--- src/rtl/seq_det_pkg.sv ---
// Shared types for the 1011 serial link: transmitter FSM states and the reference pattern.
package seq_det_pkg;

   typedef enum logic [2:0] {IDLE, SHIFT, GAP, DONE} tx_state_t;

   localparam logic [3:0] PAT_1011 = 4'b1011;

endpackage

--- src/rtl/seq_pattern_tx_if.sv ---
// Start/abort request and serial output bundle between a requester and seq_pattern_tx.
interface seq_pattern_tx_if #(
   parameter int PAT_W = 4,
   parameter int CNT_W = 8,
   parameter int GAP_W = 4
) ();

   logic             start_valid;
   logic             start_ready;
   logic             use_default;
   logic [PAT_W-1:0] pat_in;
   logic [CNT_W-1:0] rep_cnt;
   logic [GAP_W-1:0] gap_len;
   logic             abort;
   logic             dout;
   logic             dout_valid;
   logic             busy;
   logic             done;

   modport master (
      output start_valid, use_default, pat_in, rep_cnt, gap_len, abort,
      input  start_ready, dout, dout_valid, busy, done
   );

   modport slave (
      input  start_valid, use_default, pat_in, rep_cnt, gap_len, abort,
      output start_ready, dout, dout_valid, busy, done
   );

endinterface

--- src/rtl/seq_piso.sv ---
// Parallel-load, shift-left register; msb presents the bit that will be sent next.
// Load has priority over shift; zero fill on shift.
module seq_piso #(
   parameter int W = 4
) (
   input  logic         clk,
   input  logic         rst_n,
   input  logic         load,
   input  logic         shift,
   input  logic [W-1:0] din,
   output logic         msb
);

   logic [W-1:0] sr;

   always_ff @(posedge clk) begin
      if (!rst_n) begin
         sr <= '0;
      end else if (load) begin
         sr <= din;
      end else if (shift) begin
         sr <= {sr[W-2:0], 1'b0};
      end
   end

   assign msb = sr[W-1];

endmodule

--- src/rtl/seq_pattern_tx.sv ---
// Serial pattern transmitter: shifts a PAT_W-bit pattern out MSB-first R times with optional idle gaps.
// First bit one cycle after the start handshake; start_ready only in IDLE with abort low.
module seq_pattern_tx
   import seq_det_pkg::*;
#(
   parameter int               PAT_W   = 4,
   parameter logic [PAT_W-1:0] PATTERN = PAT_1011,
   parameter int               CNT_W   = 8,
   parameter int               GAP_W   = 4
) (
   input logic             clk,
   input logic             rst_n,
   seq_pattern_tx_if.slave bus
);

   localparam int              BI_W     = $clog2(PAT_W);
   localparam logic [BI_W-1:0] BIT_LAST = BI_W'(PAT_W - 1);

   tx_state_t        state;
   logic [PAT_W-1:0] pat_q;
   logic [CNT_W-1:0] rep_q;
   logic [GAP_W-1:0] gap_q;
   logic [GAP_W-1:0] gap_cnt;
   logic [BI_W-1:0]  bit_idx;

   logic             dout_q;
   logic             dout_valid_q;
   logic             busy_q;
   logic             done_q;

   logic             start_ready;
   logic             accept;
   logic [PAT_W-1:0] pat_sel;
   logic [PAT_W-1:0] launch_pat;
   logic             piso_load;
   logic             piso_shift;
   logic             piso_msb;
   logic             more_reps;
   logic             last_bit;

   assign start_ready = (state == IDLE) && !bus.abort;
   assign accept      = bus.start_valid && start_ready;
   assign pat_sel     = bus.use_default ? PATTERN : bus.pat_in;
   assign more_reps   = rep_q > CNT_W'(1);
   assign last_bit    = (bit_idx == '0);

   // The register holds the bits after the one on dout, so a launch loads the pattern shifted by one.
   always_comb begin
      launch_pat = accept ? pat_sel : pat_q;
      piso_load  = 1'b0;
      piso_shift = 1'b0;
      case (state)
         IDLE:  piso_load = accept;
         SHIFT: begin
            if (!bus.abort) begin
               if (!last_bit) begin
                  piso_shift = 1'b1;
               end else if (more_reps && (gap_q == '0)) begin
                  piso_load = 1'b1;
               end
            end
         end
         GAP:     piso_load = !bus.abort && (gap_cnt == GAP_W'(1));
         default: ;
      endcase
   end

   seq_piso #(.W(PAT_W)) u_piso (
      .clk   (clk),
      .rst_n (rst_n),
      .load  (piso_load),
      .shift (piso_shift),
      .din   ({launch_pat[PAT_W-2:0], 1'b0}),
      .msb   (piso_msb)
   );

   always_ff @(posedge clk) begin
      if (!rst_n) begin
         state        <= IDLE;
         pat_q        <= '0;
         rep_q        <= '0;
         gap_q        <= '0;
         gap_cnt      <= '0;
         bit_idx      <= '0;
         dout_q       <= 1'b0;
         dout_valid_q <= 1'b0;
         busy_q       <= 1'b0;
         done_q       <= 1'b0;
      end else if (bus.abort && (state != IDLE)) begin
         state        <= IDLE;
         dout_q       <= 1'b0;
         dout_valid_q <= 1'b0;
         busy_q       <= 1'b0;
         done_q       <= 1'b0;
      end else begin
         case (state)
            IDLE: begin
               done_q <= 1'b0;
               if (accept) begin
                  state        <= SHIFT;
                  pat_q        <= pat_sel;
                  rep_q        <= (bus.rep_cnt == '0) ? CNT_W'(1) : bus.rep_cnt;
                  gap_q        <= bus.gap_len;
                  bit_idx      <= BIT_LAST;
                  dout_q       <= pat_sel[PAT_W-1];
                  dout_valid_q <= 1'b1;
                  busy_q       <= 1'b1;
               end else begin
                  dout_q       <= 1'b0;
                  dout_valid_q <= 1'b0;
                  busy_q       <= 1'b0;
               end
            end
            SHIFT: begin
               if (!last_bit) begin
                  bit_idx <= bit_idx - BI_W'(1);
                  dout_q  <= piso_msb;
               end else if (more_reps) begin
                  rep_q <= rep_q - CNT_W'(1);
                  if (gap_q != '0) begin
                     state        <= GAP;
                     gap_cnt      <= gap_q;
                     dout_q       <= 1'b0;
                     dout_valid_q <= 1'b0;
                  end else begin
                     bit_idx <= BIT_LAST;
                     dout_q  <= pat_q[PAT_W-1];
                  end
               end else begin
                  state        <= DONE;
                  dout_q       <= 1'b0;
                  dout_valid_q <= 1'b0;
                  busy_q       <= 1'b0;
                  done_q       <= 1'b1;
               end
            end
            GAP: begin
               if (gap_cnt == GAP_W'(1)) begin
                  state        <= SHIFT;
                  bit_idx      <= BIT_LAST;
                  dout_q       <= pat_q[PAT_W-1];
                  dout_valid_q <= 1'b1;
               end else begin
                  gap_cnt <= gap_cnt - GAP_W'(1);
               end
            end
            DONE: begin
               state  <= IDLE;
               done_q <= 1'b0;
            end
            default: begin
               state        <= IDLE;
               dout_q       <= 1'b0;
               dout_valid_q <= 1'b0;
               busy_q       <= 1'b0;
               done_q       <= 1'b0;
            end
         endcase
      end
   end

   assign bus.start_ready = start_ready;
   assign bus.dout        = dout_q;
   assign bus.dout_valid  = dout_valid_q;
   assign bus.busy        = busy_q;
   assign bus.done        = done_q;

endmodule

--- src/flat_wrapper.sv ---
// flat-port wrapper written by rule: the top's interface ports become plain ports
module seq_pattern_tx_flat import seq_det_pkg::*;
#(
   parameter int               PAT_W   = 4,
   parameter logic [PAT_W-1:0] PATTERN = PAT_1011,
   parameter int               CNT_W   = 8,
   parameter int               GAP_W   = 4
)
  (clk, rst_n, bus_start_valid, bus_use_default, bus_pat_in, bus_rep_cnt, bus_gap_len, bus_abort, bus_start_ready, bus_dout, bus_dout_valid, bus_busy, bus_done);
  seq_pattern_tx_if #(.PAT_W(PAT_W), .CNT_W(CNT_W), .GAP_W(GAP_W)) bus_i ();
  input logic clk;
  input logic rst_n;
  input wire logic [$bits(bus_i.start_valid)-1:0] bus_start_valid;
  input wire logic [$bits(bus_i.use_default)-1:0] bus_use_default;
  input wire logic [$bits(bus_i.pat_in)-1:0] bus_pat_in;
  input wire logic [$bits(bus_i.rep_cnt)-1:0] bus_rep_cnt;
  input wire logic [$bits(bus_i.gap_len)-1:0] bus_gap_len;
  input wire logic [$bits(bus_i.abort)-1:0] bus_abort;
  output wire logic [$bits(bus_i.start_ready)-1:0] bus_start_ready;
  output wire logic [$bits(bus_i.dout)-1:0] bus_dout;
  output wire logic [$bits(bus_i.dout_valid)-1:0] bus_dout_valid;
  output wire logic [$bits(bus_i.busy)-1:0] bus_busy;
  output wire logic [$bits(bus_i.done)-1:0] bus_done;
  assign bus_i.start_valid = bus_start_valid;
  assign bus_i.use_default = bus_use_default;
  assign bus_i.pat_in = bus_pat_in;
  assign bus_i.rep_cnt = bus_rep_cnt;
  assign bus_i.gap_len = bus_gap_len;
  assign bus_i.abort = bus_abort;
  assign bus_start_ready = bus_i.start_ready;
  assign bus_dout = bus_i.dout;
  assign bus_dout_valid = bus_i.dout_valid;
  assign bus_busy = bus_i.busy;
  assign bus_done = bus_i.done;
  seq_pattern_tx #(.PAT_W(PAT_W), .PATTERN(PATTERN), .CNT_W(CNT_W), .GAP_W(GAP_W)) u_core (.clk(clk), .rst_n(rst_n), .bus(bus_i));
endmodule
--- config.mk ---
export PLATFORM = sky130hd
export DESIGN_NAME = seq_pattern_tx_flat
export DESIGN_NICKNAME = d
export VERILOG_FILES = /design/src/rtl/seq_det_pkg.sv /design/src/rtl/seq_pattern_tx_if.sv /design/src/rtl/seq_piso.sv /design/src/rtl/seq_pattern_tx.sv /design/src/flat_wrapper.sv
export SDC_FILE = /design/constraint.sdc
export NUM_CORES = 1
export LEC_CHECK = 0
export ABC_AREA = 1
export BUFFER_PORTS_ARGS = -buffer_cell sky130_fd_sc_hd__buf_2
export CAP_MARGIN = 30
export CORE_UTILIZATION = 40
export DETAILED_ROUTE_END_ITERATION = 6
export PLACE_DENSITY = 0.59
export SYNTH_ARGS = -nofsm -noshare
export SYNTH_HDL_FRONTEND = slang
export SYNTH_SLANG_ARGS = --single-unit
--- constraint.sdc ---
create_clock -name clk -period 1.8 [get_ports clk]
set_input_delay 0.36 -clock clk [delete_from_list [all_inputs] [get_ports clk]]
set_output_delay 0.36 -clock clk [all_outputs]
set_load 0.03 [all_outputs]
==> results of run 1 <==
## tightest hold or removal path, delay by kind of cell
family | cells | cell delay, ps
AO/OA/AOI/OAI | 2 | 170
buffers and inverters | 1 | 70
## logic make-up after synthesis
| group | synth area share (%) |
|---|---|
| AND/OR/NAND/NOR | 30.6 |
| AO/OA/AOI/OAI | 17.6 |
| buffers and inverters | 12.4 |
| flip-flops | 34.4 |
| adder cells (fa/ha/maj) | 3.47 |
| XOR/XNOR | 0.972 |
| multiplexers | 0.556 |
## power groups by stage
stage / clock network [mW] / logic (mW) / registers (mW)
floorplan: 0 / 1.12 / 0.998
global placement: 0 / 1.43 / 0.976
detailed placement: 0 / 1.42 / 0.976
CTS: 0.520 / 1.43 / 0.962
global route: 0.545 / 1.68 / 0.985
finish: 0.491 / 1.45 / 0.962
## cells in the final DEF (no fill, tap or decap), types with 3 or more instances in the layout
cell type / n
ha_1: 5
nand2_4: 3
dfxtp_1: 31
nor2_1: 29
inv_1: 40
o21ai_1: 7
buf_4: 3
buf_2: 25
a21oi_1: 22
o21ai_0: 24
nand3_1: 17
clkbuf_8: 5
inv_2: 8
nor2_2: 4
nand4_1: 3
nand2_2: 4
nand2_1: 57
## routing by layer
layer / vias up / GRT usage (%)
met5: - / 0
met2: 42 / 29.4
met4: 0 / 6.80
met3: 7 / 4.68
li1: 936 / -
met1: 759 / 23.9
## worst paths after layout
check	endpoint	slack, ps
min	u_core.gap_q[2]$_SDFFE_PN0P_	360
max	u_core.u_piso.sr[3]$_SDFFE_PN0P_	190
min reg2reg	u_core.bit_idx[1]$_SDFFE_PN0P_	460
max reg2reg	u_core.u_piso.sr[3]$_SDFFE_PN0P_	190
## final cells by class
cell class,count,area [um^2]
Fill cell,463,2290
Multi-Input combinational cell,191,971
Sequential cell,31,621
Inverter,49,189
Timing Repair Buffer,28,148
Clock buffer,6,72.6
Tap cell,52,65.1
## metrics by stage
step                setup slack (ps)  utilization (%)  total power [mW]  instance area, um^2  hold slack [ps]
floorplan                        312                -              2.12                 1800              434
global placement                 133             45.5              2.40                 1980              454
detailed placement               122             45.5              2.39                 1980              455
CTS                              106             47.2              2.91                 2050              354
global route                   -9.10             47.4              3.21                 2070              376
finish                           189             47.4              2.91                 2070              362
## registers in the layout, summed over array words and instances (netlist names)
| register | flops |
|---|---|
| u_core.state | 2 |
| u_core.bus.dout | 1 |
| u_core.bus.dout_valid | 1 |
| u_core.rep_q | 8 |
| u_core.u_piso.sr | 3 |
| u_core.bus.busy | 1 |
| u_core.gap_q | 4 |
| u_core.pat_q | 4 |
| u_core.gap_cnt | 4 |
| u_core.bus.done | 1 |
| u_core.bit_idx | 2 |
## repair_timing
item,4_1_cts,5_1_grt
setup endpoints to repair,0,6
resized for setup,0,5
hold endpoints to repair,0,0
## synthesized netlist by cell type
master / n
a31oi_1: 1
clkbuf_1: 2
o211ai_1: 1
ha_1: 5
a21oi_2: 1
nor2_4: 2
nor3_1: 2
xnor2_1: 1
nor2_1: 32
inv_2: 8
buf_6: 1
xor2_1: 1
nor2_2: 1
clkinv_4: 1
a211oi_1: 1
o22ai_1: 1
o21ai_1: 7
buf_2: 3
nand2_2: 2
nand4_1: 3
o21ai_2: 1
a21oi_1: 22
o31ai_1: 1
mux2i_1: 1
nand3_1: 17
nand3_2: 2
o21ai_0: 24
dfxtp_1: 31
inv_1: 40
nand2_4: 3
nand2_1: 59
==> flow_metrics.tcl, run 1 <==
set metrics [dict create \
    status "complete, but fails checks" \
    violations "design-rule violations" \
    worstPathMaxFanout 6 \
    dpl.hpwl_mm 3.00 \
    chipHeight_um 69.1 \
    synth_top_cell_area_share_pct 34.4 \
    syn_area_mm2 0.00180 \
    synth_warnings 0 \
    maxUsedRoutingLayer "met4" \
    die_w_um 69.1 \
    grt_max_degree 15 \
    synth_area_leaders "dfxtp_1, nand2_1, inv_1" \
    p_int_mw 1.60 \
    route.met3.wl_um 194 \
    core_area_mm2 0.00435 \
    p_leak_nw 1.00 \
    syn_inst 277 \
    yosysTopAreaCell "dfxtp_1" \
    finalClockSkew_ps 4.25 \
    drt_iter0_drc 74 \
    setup_violations 0 \
    worstPathRequired_ps 1970 \
    sw_frac_of_total_pct 45.0 \
    route.detailed.drc 1 \
    p_clk_share_pct 16.9 \
    clockBufferDepth 2 \
    timing.rr.start "u_core.rep_q[0]$_SDFFE_PN0P_" \
    min_from "bus_gap_len[2]" \
    pwr-share-seq_pct 33.1 \
    worstPathCellList "inv_1 > ha_1 > nor2_2 > nor2_2 > nand2_1 > nand2_2 > nand2_2 > nand2_2 > nand2_1 > nand2_1 > nor2_1 > nor2_1" \
    syn_avg_cell_area_um2 6.50 \
    ys_seq_area_share_pct 34.4 \
    tightest_slew_ps 309 \
    cp_top_family "simple AND/OR/NAND/NOR gates" \
    grt_usage_pct 18.4 \
    fin_crit_ps 1610 \
    grt_pass1_wl_mm 7.12 \
    dr_wl_met2_mm 1.73 \
    cts_buffers 5 \
    cts_setup_buffers 0 \
    vias 1744 \
    htree_levels 2 \
    areaGrowthSynthToFinish_pct 14.7 \
    port_buffers 25 \
    hold_depth 3 \
    crit_type "flop to flop" \
    ir_worst_vdd_mv 0.636 \
    clock-root-buffer "clkbuf_8" \
    grt_pass1_vias 1615 \
    cpPeakStageDelay_ps 360 \
    r2r_cells 12 \
    cp_num_buf_inv 1 \
    wl_per_cell_um 11.2 \
    synth.distinct_cells 31 \
    wirelength_mm 3.99 \
    synth_nets 303 \
    crit_path_end_kind "flop" \
    routabilityCongestion 0.827 \
    clock.fmax_ghz 0.621 \
    cts_tree "done" \
    postCtsHoldBufs 0 \
    min_path_type "input port to flop" \
    final_max_slew_viol_count 0 \
    numClockSinks 31 \
    yosys_register_bits 31 \
    first_pass_iters 7 \
    finalNonFillerCells 357 \
    diodes 0 \
    crit_start "u_core.rep_q[0]$_SDFFE_PN0P_" \
    io_pins 26 \
    crit_slowest_cell "dfxtp_1" \
    startpoint_type "flop" \
    slew_headroom_pct 79.4 \
    die_area_mm2 0.00478 \
    drtAntennaViolNets 0 \
    drt-vias-per-instance 4.89 \
    p_per_area_mw_per_mm2 1410 \
    combPwrFrac_pct 50.0 \
    wl_met1_mm 2.00 \
    clk_latency_ps 280 \
    crit_cells 12 \
    dp.cells 351 \
    rows 24 \
    nNetsFinal 332 \
    initial_core_util_pct 41.4 \
    clkTransAtPathRegs_ps 60 \
    overflow 0 \
    critPathArrivalTime_ps 1780 \
    grt_antenna_before_repair 0 \
    drive_above_1_share_pct 19.3 \
    finalCritPeriodShare_pct 89.5 \
    netSwitchingPower_mw 1.31 \
    hold_viol_final 0 \
    drv_cap 0 \
    finalSetupTns_ps 0 \
]
Power figures use the tool's default switching activity.
==> run 2: changes to the inputs <==
--- a/config.mk
+++ b/config.mk
@@ -8,6 +8,7 @@
 export ABC_AREA = 1
 export BUFFER_PORTS_ARGS = -buffer_cell sky130_fd_sc_hd__buf_2
 export CAP_MARGIN = 30
+export CORE_MARGIN = 5
 export CORE_UTILIZATION = 40
 export DETAILED_ROUTE_END_ITERATION = 6
 export PLACE_DENSITY = 0.59
==> run 2 against run 1 <==
Effect of this change: the run now ends clean; final area grew 2.1%; fmax decreased by 3.6%; sequential cell count unchanged; clock power is 45% higher; count of clock-buffer cells in the layout is the same; first-iteration DRC count decreased by 8.1%; non-clock buffer count is the same.
==> flow_metrics.tcl, run 2 (synthesis results as in run 1) <==
set metrics [dict create \
    fin_crit_ps 1670 \
    finalClockSkew_ps 2.25 \
    grt_pass1_wl_mm 7.18 \
    core_area_mm2 0.00435 \
    final_max_slew_viol_count 0 \
    status "finished, final reports clean" \
    p_leak_nw 1.02 \
    setup_violations 0 \
    diodes 0 \
    dp.cells 351 \
    sw_frac_of_total_pct 43.1 \
    cts_tree "done" \
    clk_latency_ps 280 \
    worstPathMaxFanout 6 \
    p_total_mw 3.14 \
    post-route-util_pct 48.4 \
    wl_per_cell_um 11.9 \
    routabilityCongestion 0.878 \
    cp_top_family "simple AND/OR/NAND/NOR gates" \
    first_pass_iters 4 \
    worstPathRequired_ps 1970 \
    finalSetupTns_ps 0 \
    clock.fmax_ghz 0.598 \
    rows 24 \
    postCtsHoldBufs 0 \
    clockBufferDepth 2 \
    crit_type "flop to flop" \
    crit_path_end_kind "flop" \
    ir_worst_vdd_mv 0.738 \
    dpl-instance-area_mm2 0.00198 \
    startpoint_type "flop" \
    numClockSinks 31 \
    die_w_um 77.1 \
    port_buffers 25 \
    slew_headroom_pct 78.6 \
    regArea_um2 621 \
    pwr-share-seq_pct 30.7 \
    p_int_mw 1.79 \
    route.detailed.drc 0 \
    grt_max_degree 15 \
    min_path_type "input port to flop" \
    rsz0062_at_grt "false" \
    cts_buffers 5 \
    fin_ws_ps 129 \
    chipHeight_um 77.1 \
    cp_num_buf_inv 1 \
    cpPeakStageDelay_ps 350 \
    grt_pass1_vias 1690 \
    io_pins 26 \
    drt-vias-per-instance 4.87 \
    drtAntennaViolNets 0 \
    critPathArrivalTime_ps 1840 \
    clkTransAtPathRegs_ps 70 \
    htree_levels 2 \
    finalNonFillerCells 359 \
    finalCritPeriodShare_pct 92.8 \
    largest_reg_flops 8 \
    p_per_area_mw_per_mm2 1490 \
    die_area_mm2 0.00595 \
    grt_antenna_before_repair 0 \
    cts_setup_buffers 0 \
    multiInputGateArea_um2 968 \
    grt_usage_pct 14.6 \
    tightest_slew_ps 320 \
    top_register "u_core.rep_q" \
    layout_commonest_cell "nand2_1" \
    worstPathCellList "inv_1 > ha_1 > nor2_2 > nor2_2 > nand2_1 > nand2_1 > nand2_2 > nand2_2 > nand2_1 > nand2_1 > nor2_1 > nor2_1" \
    hold_viol_final 0 \
    dpl.hpwl_mm 3.29 \
    wirelength_mm 4.26 \
    areaGrowthSynthToFinish_pct 17.0 \
    clock-root-buffer "clkbuf_8" \
    dp_slack_ps 68.9 \
    cpMostUsedCell "nand2_1" \
    nNetsFinal 332 \
    drive_above_1_share_pct 19.9 \
    initial_core_util_pct 41.4 \
    whs_ps 354 \
    overflow 0 \
    drt_iter0_drc 68 \
    crit_slowest_cell "dfxtp_1" \
    fillers 473 \
    vias 1747 \
    drv_cap 0 \
    post_cts_resized 0 \
    postLayoutCellArea_mm2 0.00211 \
    p_clk_share_pct 22.6 \
    most-common-layout-cells "nand2_1, inv_1, dfxtp_1, nor2_1, buf_2" \
    combPwrFrac_pct 46.6 \
    netSwitchingPower_mw 1.35 \
]
-- run 2: changes by cell type in the layout (fill, tap and decap cells not counted), sizes merged --
cell / before / now
bufinv: 0 / 1
clkinv: 1 / 2
-- run 2: routing by layer --
metal,up-vias,wire [um],global-route usage (%)
li1,939,-,-
met2,39,1800,23.3
met3,10,230,4.80
met1,759,2140,18.3
met5,-,0,0
met4,0,87,5.33
-- run 2: cell type report --
type	count	area share (%)
well taps	52	3.09
flip-flops and latches	31	29.4
multi-input cells	191	45.9
repair buffers	28	7.00
clock buffers	6	3.92
clock inverters	2	1.66
inverters	49	8.96
-- run 2: path summary, 6_finish.rpt --
check | startpoint | to | slack [ps] | cells past startpoint
worst max-delay path | u_core.rep_q[0]$_SDFFE_PN0P_ | u_core.u_piso.sr[3]$_SDFFE_PN0P_ | 130 | 12
worst min register to register | u_core.bit_idx[1]$_SDFFE_PN0P_ | u_core.bit_idx[1]$_SDFFE_PN0P_ | 460 | 2
worst max register to register | u_core.rep_q[0]$_SDFFE_PN0P_ | u_core.u_piso.sr[3]$_SDFFE_PN0P_ | 130 | 12
worst min-delay path | bus_gap_len[1] | u_core.gap_q[1]$_SDFFE_PN0P_ | 350 | 3
-- run 2: power groups by stage --
stage | clock [mW] | combinational (mW) | sequential, mW
after global routing | 0.765 | 1.66 | 0.985
final | 0.711 | 1.46 | 0.966
after CTS | 0.728 | 1.44 | 0.966
after global placement | 0 | 1.44 | 0.980
after detailed placement | 0 | 1.44 | 0.979
after floorplan | 0 | 1.12 | 0.998
-- run 2: worst min-delay path, cell delays in order --
cell     delay, ps
buf_2           70
o21ai_0         70
a21oi_1        100
==> run 3: changes to the inputs <==
--- a/config.mk
+++ b/config.mk
@@ -9,9 +9,10 @@
 export BUFFER_PORTS_ARGS = -buffer_cell sky130_fd_sc_hd__buf_2
 export CAP_MARGIN = 30
 export CORE_MARGIN = 5
-export CORE_UTILIZATION = 40
+export CORE_UTILIZATION = 47
 export DETAILED_ROUTE_END_ITERATION = 6
-export PLACE_DENSITY = 0.59
+export PLACE_DENSITY = 0.68
+export SETUP_SLACK_MARGIN = 0.4
 export SYNTH_ARGS = -nofsm -noshare
 export SYNTH_HDL_FRONTEND = slang
 export SYNTH_SLANG_ARGS = --single-unit
==> run 3 against run 2 <==
Effect of this change: non-clock buffer count is 13 higher; total power is 23% higher; die area is 13% lower; sequential cell count stayed put; critical path depth is 8 lower; final area is 20% higher; utilization is 20 points higher; register-to-register slack better by 280 ps; critical path type is now flop to primary output.
==> flow_metrics.tcl, run 3 (synthesis results as in run 1) <==
set metrics [dict create \
    core_area_mm2 0.00369 \
    drt_iter0_drc 58 \
    min_path_type "input port to flop" \
    crit_path_end_kind "primary output" \
    sw_frac_of_total_pct 45.7 \
    wl_per_cell_um 13.0 \
    clock.fmax_ghz 0.714 \
    worstPathMaxFanout 4 \
    startpoint_type "flop" \
    htree_levels 2 \
    slew_headroom_pct 75.4 \
    hold_viol_final 0 \
    drive_above_1_share_pct 36.4 \
    r2r_setup_slack_ps 410 \
    vias 1864 \
    overflow 0 \
    p_per_area_mw_per_mm2 1530 \
    rsz0062_at_grt "true" \
    wirelength_mm 4.78 \
    clock-root-buffer "clkbuf_8" \
    areaGrowthSynthToFinish_pct 40.5 \
    finalCritPeriodShare_pct 77.8 \
    cts_buffers 5 \
    grt_max_degree 15 \
    ir_worst_vdd_mv 0.926 \
    p_leak_nw 1.14 \
    tightest_slew_ps 368 \
    p_int_mw 2.10 \
    setup_violations 0 \
    whs_ps 348 \
    p_total_mw 3.87 \
    status "finished, final reports clean" \
    worstPathRequired_ps 1440 \
    finalSetupTns_ps 0 \
    routabilityCongestion 0.875 \
    die_w_um 71.9 \
    grt_antenna_before_repair 0 \
    fin_ws_ps 400 \
    crit_type "flop to primary output" \
    dp_slack_ps 201 \
    top_register "u_core.rep_q" \
    use_met3_pct 5.12 \
    initial_core_util_pct 48.8 \
    met1_usage_pct 20.1 \
    io_pins 26 \
    postCtsHoldBufs 0 \
    largest_reg_flops 8 \
    clkTransAtPathRegs_ps 60 \
    most-common-layout-cells "nand2_1, inv_1, dfxtp_1, buf_2, nor2_1" \
    finalNonFillerCells 369 \
    clockBufferDepth 2 \
    numClockSinks 31 \
    combPwrFrac_pct 57.9 \
    dpl.hpwl_mm 3.09 \
    finalClockSkew_ps 5.36 \
    drv_cap 0 \
    diodes 0 \
    rows 22 \
    grt_pass1_vias 1726 \
    nNetsFinal 346 \
    grt_usage_pct 17.6 \
    cts_tree "done" \
    grt_pass1_wl_mm 7.25 \
    p_clk_share_pct 15.6 \
    chipHeight_um 71.9 \
    die_area_mm2 0.00517 \
    route.detailed.drc 0 \
    grt_use_met2_pct 30.4 \
    final_max_slew_viol_count 0 \
    layout_commonest_cell "nand2_1" \
    drt-vias-per-instance 5.05 \
    pwr-share-seq_pct 26.5 \
    clk_latency_ps 290 \
    gr-max-usage-layer "met2" \
    netSwitchingPower_mw 1.77 \
    dp.cells 347 \
    critPathArrivalTime_ps 1040 \
    drtAntennaViolNets 0 \
    first_pass_iters 5 \
    fin_crit_ps 1400 \
    port_buffers 25 \
]
## run 3: power groups by stage
stage | clock network (mW) | logic [mW] | registers [mW]
after floorplan | 0 | 1.14 | 1.00
after global placement | 0 | 1.43 | 0.980
after detailed placement | 0 | 1.44 | 0.980
after CTS | 0.616 | 1.69 | 0.996
after global routing | 0.655 | 2.46 | 1.04
final | 0.604 | 2.24 | 1.02
## run 3: cell type report
type | instances | area [um^2]
repair inverters | 1 | 6.26
fillers | 306 | 1160
repair buffers | 41 | 264
clock buffers | 8 | 100
inverters | 49 | 224
multi-input cells | 191 | 1240
flip-flops and latches | 31 | 636
well taps | 48 | 60.1
## run 3: metrics by stage
step,area [um^2],util [%]
finish,2530,68.6
global route,2530,68.6
CTS,2240,60.6
detailed placement,1990,53.9
global placement,1990,53.9
floorplan,1820,-
## run 3: worst max-delay path, stage by stage (launching register included)
cell     delay [ps]
dfxtp_4         370
inv_8            80
nand2_4          60
nor2_4          100
buf_6           130
## run 3: worst paths after layout
path | from | to | cells past startpoint
setup / recovery | u_core.state[1]$_SDFFE_PP0P_ | bus_start_ready | 4
setup reg to reg | u_core.gap_cnt[1]$_SDFFE_PN0P_ | u_core.u_piso.sr[3]$_SDFFE_PN0P_ | 11
hold / removal | bus_gap_len[3] | u_core.gap_q[3]$_SDFFE_PN0P_ | 3
hold reg to reg | u_core.rep_q[5]$_SDFFE_PN0P_ | u_core.rep_q[5]$_SDFFE_PN0P_ | 2
## run 3: layer usage
metal,wire [um],vias to the layer above
li1,-,970
met1,1940,841
met5,0,-
met2,2540,45
met3,215,8
met4,85,0
## run 3: timing repair
item | in CTS | in global routing
setup buffers | 6 | 7
pin swaps | 9 | 18
cloned | 0 | 1
gates resized for setup | 31 | 59
setup endpoints to repair | 21 | 21
